## src/rtl/pwm_duty_generator.sv

```systemverilog
// PWM generator locked to a selectable divider carrier.
// Measures the carrier period and emits a duty-scaled pulse per period.
module pwm_duty_generator #(
    parameter int CNT_W  = 12,
    parameter int DUTY_W = 8
) (
    input  logic              clk,
    input  logic              rst,
    input  logic [7:0]        freq_in,
    input  logic [2:0]        freq_sel,
    input  logic [DUTY_W-1:0] duty,
    input  logic              enable,
    output logic              pwm_out,
    output logic              period_valid,
    output logic [CNT_W-1:0]  period_len
);

    typedef enum logic [1:0] {
        S_IDLE,
        S_ACQ,
        S_MEAS,
        S_RUN
    } state_t;

    localparam int PROD_W = CNT_W + DUTY_W;

    state_t              state_q, state_d;
    logic [2:0]          sel_q, sel_d;
    logic                car_d_q, car_d_d;
    logic [CNT_W-1:0]    cnt_q, cnt_d;
    logic                pwm_q, pwm_d;
    logic                valid_q, valid_d;
    logic [CNT_W-1:0]    plen_q, plen_d;
    logic [DUTY_W-1:0]   duty_l_q, duty_l_d;
    logic [CNT_W-1:0]    thr_q, thr_d;

    logic                car;
    logic                rise;
    logic                sel_chg;
    logic                ovf;
    logic [CNT_W-1:0]    per_new;
    logic [PROD_W-1:0]   prod;

    // State register with synchronous reset
    always_ff @(posedge clk) begin
        if (rst) begin
            state_q  <= S_IDLE;
            sel_q    <= '0;
            car_d_q  <= 1'b0;
            cnt_q    <= '0;
            pwm_q    <= 1'b0;
            valid_q  <= 1'b0;
            plen_q   <= '0;
            duty_l_q <= '0;
            thr_q    <= '0;
        end else begin
            state_q  <= state_d;
            sel_q    <= sel_d;
            car_d_q  <= car_d_d;
            cnt_q    <= cnt_d;
            pwm_q    <= pwm_d;
            valid_q  <= valid_d;
            plen_q   <= plen_d;
            duty_l_q <= duty_l_d;
            thr_q    <= thr_d;
        end
    end

    // Edge detect, period measurement, threshold and next-state logic
    always_comb begin
        car     = freq_in[sel_q];
        rise    = car & ~car_d_q;
        sel_chg = (freq_sel != sel_q);
        ovf     = (cnt_q == {CNT_W{1'b1}}) & ~rise;
        per_new = cnt_q + 1'b1;
        prod    = PROD_W'(per_new) * PROD_W'(duty);

        state_d  = state_q;
        sel_d    = freq_sel;
        car_d_d  = car;
        cnt_d    = rise ? '0 : cnt_q + 1'b1;
        valid_d  = valid_q;
        plen_d   = plen_q;
        duty_l_d = duty_l_q;
        thr_d    = thr_q;

        if (!enable) begin
            state_d = S_IDLE;
            cnt_d   = '0;
            valid_d = 1'b0;
        end else if (sel_chg) begin
            // Preload the edge detector from the new carrier: no false edge
            state_d = S_ACQ;
            cnt_d   = '0;
            valid_d = 1'b0;
            car_d_d = freq_in[freq_sel];
        end else begin
            unique case (state_q)
                S_IDLE: begin
                    state_d = S_ACQ;
                    cnt_d   = '0;
                end
                S_ACQ: begin
                    if (rise) begin
                        state_d = S_MEAS;
                    end else if (ovf) begin
                        cnt_d = '0;
                    end
                end
                S_MEAS, S_RUN: begin
                    if (rise) begin
                        state_d  = S_RUN;
                        plen_d   = per_new;
                        valid_d  = 1'b1;
                        duty_l_d = duty;
                        thr_d    = prod[PROD_W-1:DUTY_W];
                    end else if (ovf) begin
                        state_d = S_ACQ;
                        cnt_d   = '0;
                        valid_d = 1'b0;
                    end
                end
                default: begin
                    state_d = S_IDLE;
                end
            endcase
        end

        pwm_d = (state_d == S_RUN) && (cnt_d < thr_d);
    end

    assign pwm_out      = pwm_q;
    assign period_valid = valid_q;
    assign period_len   = plen_q;

endmodule

```

## config.mk

```make
export PLATFORM = sky130hd
export DESIGN_NAME = pwm_duty_generator
export DESIGN_NICKNAME = d
export VERILOG_FILES = /design/src/rtl/pwm_duty_generator.sv
export SDC_FILE = /design/constraint.sdc
export NUM_CORES = 1
export LEC_CHECK = 0
export CAP_MARGIN = 15
export CORE_UTILIZATION = 30
export CTS_CLUSTER_SIZE = 24
export DETAILED_ROUTE_END_ITERATION = 16
export DONT_BUFFER_PORTS = 1
export GPL_TIMING_DRIVEN = 0
export PLACE_DENSITY = 0.48
export RECOVER_POWER = 50
export SLEW_MARGIN = 20
export SYNTH_ARGS = -nofsm -noshare
export SYNTH_HDL_FRONTEND = slang
export SYNTH_SLANG_ARGS = --single-unit
```

## constraint.sdc

```tcl
create_clock -name clk -period 6.62 [get_ports clk]
set_input_delay 0.993 -clock clk [delete_from_list [all_inputs] [get_ports clk]]
set_output_delay 0.993 -clock clk [all_outputs]
set_load 0.005 [all_outputs]
```

-- Yosys cells after proc, flatten, opt, wreduce, memory -nomap -nowiden
Index checks and enable logic that the tools add are counted.
- register bits: 44
- bits in latches: 0
- RAM bits: 0
- memory bits (read-only): 0
- bits of input ports: 22
- memories kept: 0
- add/subtract/negate cells: 1
- $mul: 1
- div/mod/pow operators: 0
- magnitude comparators: 3
- equal/unequal tests: 6
- shift-type cells: 0
- mux-type cells: 24
- bitwise logic cells: 6
- reductions and logical operators: 8
- operators by type and width (kind ; count):
    $mux 12 ; 9
    $pmux 12 s2 ; 1
    $mul 12x8->20 ; 1
    $add 12x1->12 const B ; 1
    $eq 12x12->1 const B ; 1
    $lt 12x12->1 ; 1
    $mux 2 ; 5
    $lt 3x4->1 const B ; 2
    $bmux 1 s3 ; 2
    $eq 2x2->1 const B ; 3
    $mux 1 ; 6
    $pmux 2 s3 ; 1
    $reduce_or 3->1 ; 2
    $not 1->1 ; 4
    $reduce_and 4->1 ; 1
    $ne 3x3->1 ; 1
    $and 1x1->1 ; 2
    $eq 2x1->1 const B ; 1
    $logic_not 2->1 ; 1
    $reduce_and 2->1 ; 1
    $reduce_bool 2->1 ; 1
    $reduce_or 2->1 ; 1
    $logic_and 1x1->1 ; 1

-- Depth between registers and ports, before layout
- depth in word-level cells: 12
- depth in mapped cells: 26

-- Least setup slack after synthesis
No wires, ideal clock.
- path type: register to register
- start: register cnt_q[0]
- end: register pwm_q, in the netlist pwm_out
- arrival: 6.294 ns
- data required time: 6.529 ns
- slack: 0.235 ns
- stages on the path, launching flop included: 27
- path buffers: 1
- cell sequence: dfxtp_1 -> ha_1 -> and4_1 -> nand4_1 -> xor2_1 -> clkbuf_1 -> nor2b_1 -> fa_1 -> fa_1 -> fa_1 -> inv_1 -> fa_1 -> inv_1 -> ha_1 -> o21ai_0 -> a21oi_1 -> and3_1 -> o31a_1 -> or4_1 -> and3_1 -> ha_1 -> a21o_1 -> a21o_1 -> a21oi_1 -> o31a_1 -> o2111ai_1 -> a311oi_1
- cells in the longest elaborated chain, start to end: 9
- elaborated cells between the ends (all ways): 22
- those cells by class: add/sub (1); mul (1); order compare (1); eq/ne (2); mux (15); bitwise (1); reduce/logical (1)
- ends and longest elaborated chain (what ; line ; RTL):
    start, declared ; 30 ; logic [CNT_W-1:0] cnt_q, cnt_d;
    start signal, assigned ; 60 ; cnt_q <= cnt_d;
    branches (longest 8 deep; another with $mul 12x8->20) ; n/a ;
    $logic_and 1x1->1 (*) ; 129 ; pwm_d = (state_d == S_RUN) && (cnt_d < thr_d);
    end signal, assigned ; 61 ; pwm_q <= pwm_d;
    end, declared ; 31 ; logic pwm_q, pwm_d;
Every way passes the cells marked *.
A chain may end at the register's enable or synchronous reset.

-- Final worst setup path
Ends and elaborated chain as after synthesis.

==> impl_metrics.tcl <==
set metrics [dict create \
    run_status "finished, final reports clean" \
    finalSetupViolCount 0 \
    layout-drive-gt1-share_pct 21.7 \
    grt_pass1_wl_um 22700 \
    syn_area_per_cell_sq_um 8.97 \
    first_pass_iters 4 \
    place_ws_ns -0.872 \
    holdCritStartpoint "thr_q[0]" \
    wirelength_um 13900 \
    clock_sinks 44 \
    die-area_sq_um 18000 \
    hold_depth 2 \
    leakage_nw 2.72 \
    grt_max_degree 14 \
    r2r-start "cnt_q[0]" \
    detail-route-antenna-nets 0 \
    cts_tree "built" \
    yosys_most_used_dff "dfxtp_1" \
    fin_nets 750 \
    path_clk_slew_ns 0.06 \
    htreeDepth 2 \
    ios 36 \
    fin_worst_skew_ns 0.00553 \
    antenna_found_initial 0 \
    gp_congestion 0.841 \
    min_period_ns 6.37 \
    synthXorXnorAreaFrac_pct 3.34 \
    die_w_um 134 \
    root_buffer "clkbuf_16" \
    synthAdderAreaFrac_pct 34.2 \
    synth_common_cells "nor2b_1, inv_1, fa_1" \
    synth_top_family_by_area "adder cells" \
    power.density_nw_per_um2 93.6 \
    die_h_um 134 \
    clkLatencyLatePin_ns 0.29 \
    antennaDiodeCount 0 \
    grt-ovfl-total 0 \
    yosysMostFrequentCell "nor2b_1" \
    finalHoldViolations 0 \
    yosys_warnings 0 \
    crit_path_start_kind "flop" \
    fmax_mhz 157 \
    synth-seq-area-share_pct 16.8 \
    core_area_sq_um 16800 \
    syn_area_sq_um 5240 \
    route.detailed.drc 0 \
    drtIter0Drc 166 \
    grt_use_total_pct 16.2 \
    cp_max_fo 7 \
    drv_slew 0 \
    syn2layout_area_growth_pct 21.6 \
    grt_pass1_vias 4294 \
    rows 47 \
    synthDistinctLibCells 58 \
    syn_nets 714 \
    synth_compound_area_share_pct 11.5 \
    routed_via_density 4.90 \
    rr_endpoint "pwm_out" \
    synth_area_leaders "fa_1, dfxtp_1, ha_1, nor2b_1, inv_1" \
    place_hpwl_um 10800 \
    start_util_pct 31.1 \
    synthMuxAreaShare_pct 4.06 \
    cap_viol_max_count 0 \
    port_buffers 0 \
    placed_area_sq_um 5510 \
    end_kind "flop" \
    synth-edff-count 0 \
    worstSetupStartpoint "cnt_q[0]" \
    netlist.area_leader.share_pct 22.5 \
    cts_buffer_depth 2 \
    syn_inst 584 \
    relSlewSlack_pct 58.6 \
    fin_util_pct 37.9 \
    arrival_ns 6.56 \
    worst_slack_ns 0.248 \
    holdPathEnd "thr_q[0]" \
    ys_seq_elements 44 \
    worst-r2r-setup-slack_ns 0.25 \
    critPathRequiredTime_ns 6.81 \
    cts_buffers 5 \
    synthArstFlopShare_pct 0 \
    worstMarginPinSlew_ns 0.621 \
    synth_top_cell_by_area "fa_1" \
    peakVddDrop_mv 0.114 \
    vias 4123 \
    design_area_sq_um 6370 \
    path_class "reg -> reg" \
    r2r_cells 26 \
    wl_per_cell_um 16.5 \
    finalCritPeriodShare_pct 96.3 \
    synth_simple_gate_area_share_pct 22.4 \
    hp-class "reg -> reg" \
]
-- flip-flops by register name, summed over array words and instances (netlist names) --
signal / count
cnt_q: 12
period_len: 12
thr_q: 12
sel_q: 3
state_q: 2
car_d_q: 1
period_valid: 1
pwm_out: 1
-- cell type report --
class	instances	area, sq um
Buffer	29	229
Clock buffer	6	129
Clock inverter	2	35.0
Fill cell	1709	10400
Inverter	69	259
Multi-Input combinational cell	441	4310
Sequential cell	44	897
Tap cell	220	275
Timing Repair Buffer	30	233
-- layer usage --
metal | track usage [%] | vias up | wire length [um]
met1 | 20.9 | 2042 | 6150
met5 | 0 | - | 0
met4 | 3.62 | 0 | 199
met2 | 28.4 | 68 | 6980
met3 | 2.31 | 13 | 539
li1 | - | 2000 | -
-- cells in the final DEF (no fill, tap or decap), types with 6 or more instances in the layout --
cell type,n
nor2b_1,60
a211oi_2,6
ha_1,41
nor3_1,6
inv_1,67
xor2_1,8
nand3_1,6
a21oi_2,8
clkbuf_1,9
and2_1,13
buf_8,6
a21o_1,7
mux2i_1,10
fa_1,58
a211oi_1,9
nor2_1,49
a21oi_1,12
nand2b_1,13
dfxtp_1,39
buf_4,31
nor2b_2,9
xor2_2,6
ha_4,8
nand2_1,22
-- cells by family (layout without fill, tap and decap cells) --
kind of cell             after synthesis  in the layout
AO/OA/AOI/OAI                         83             83
XOR/XNOR                              20             20
adder cells (fa/ha/maj)              108            108
buffers and inverters                 99            136
flip-flops                            44             44
multiplexers                          15             15
AND/OR/NAND/NOR                      215            215
-- worst max-delay path: stages (launching register included) --
cell	delay [ns]
dfxtp_4	0.38
ha_4	0.19
and4_4	0.27
nand2_2	0.08
xor2_2	0.21
buf_8	0.17
nor2b_2	0.05
fa_1	0.48
fa_1	0.51
fa_1	0.55
inv_1	0.06
fa_1	0.53
inv_1	0.06
ha_4	0.29
nand2_1	0.05
a221o_1	0.31
o31ai_4	0.24
a21oi_2	0.09
xor2_1	0.17
a21o_1	0.19
ha_1	0.30
a41o_1	0.21
a21o_1	0.18
a21oi_1	0.16
o31a_1	0.17
o2111ai_2	0.14
a311oi_2	0.23
-- what timing repair did --
item,4_1_cts,5_1_grt
endpoints found under the setup margin,1,1
endpoints found under the hold margin,0,0
buffers inserted,9,21
pin swaps,16,46
hold buffers,0,0
gates resized for setup,72,55
-- power by group --
group | internal (mW) | leakage, nW | switching [mW]
registers | 0.265 | 0.359 | 0.00226
logic | 0.0223 | 2.28 | 0.0281
clock network | 0.177 | 0.0808 | 0.101
-- through the flow --
step	cells	TNS, ns	hold WS [ns]	power (mW)
6_report	841	0	0.463	0.596
3_5_place_dp	804	-0.872	0.454	0.324
5_1_grt	841	-0.0391	0.502	0.620
2_1_floorplan	584	0	0.438	0.311
3_3_place_gp	804	-0.882	0.452	0.323
4_1_cts	820	0	0.462	0.606
-- worst max path at each step --
stage	to	slack (ns)	depth (start not counted)
floorplan	pwm_out	0.23	26
global placement	pwm_out	-0.88	25
detailed placement	pwm_out	-0.87	26
CTS	pwm_out	0.0004	26
global route	pwm_out	-0.04	27
finish	pwm_out	0.25	26
No activity file was read; power rests on OpenSTA's default activity.
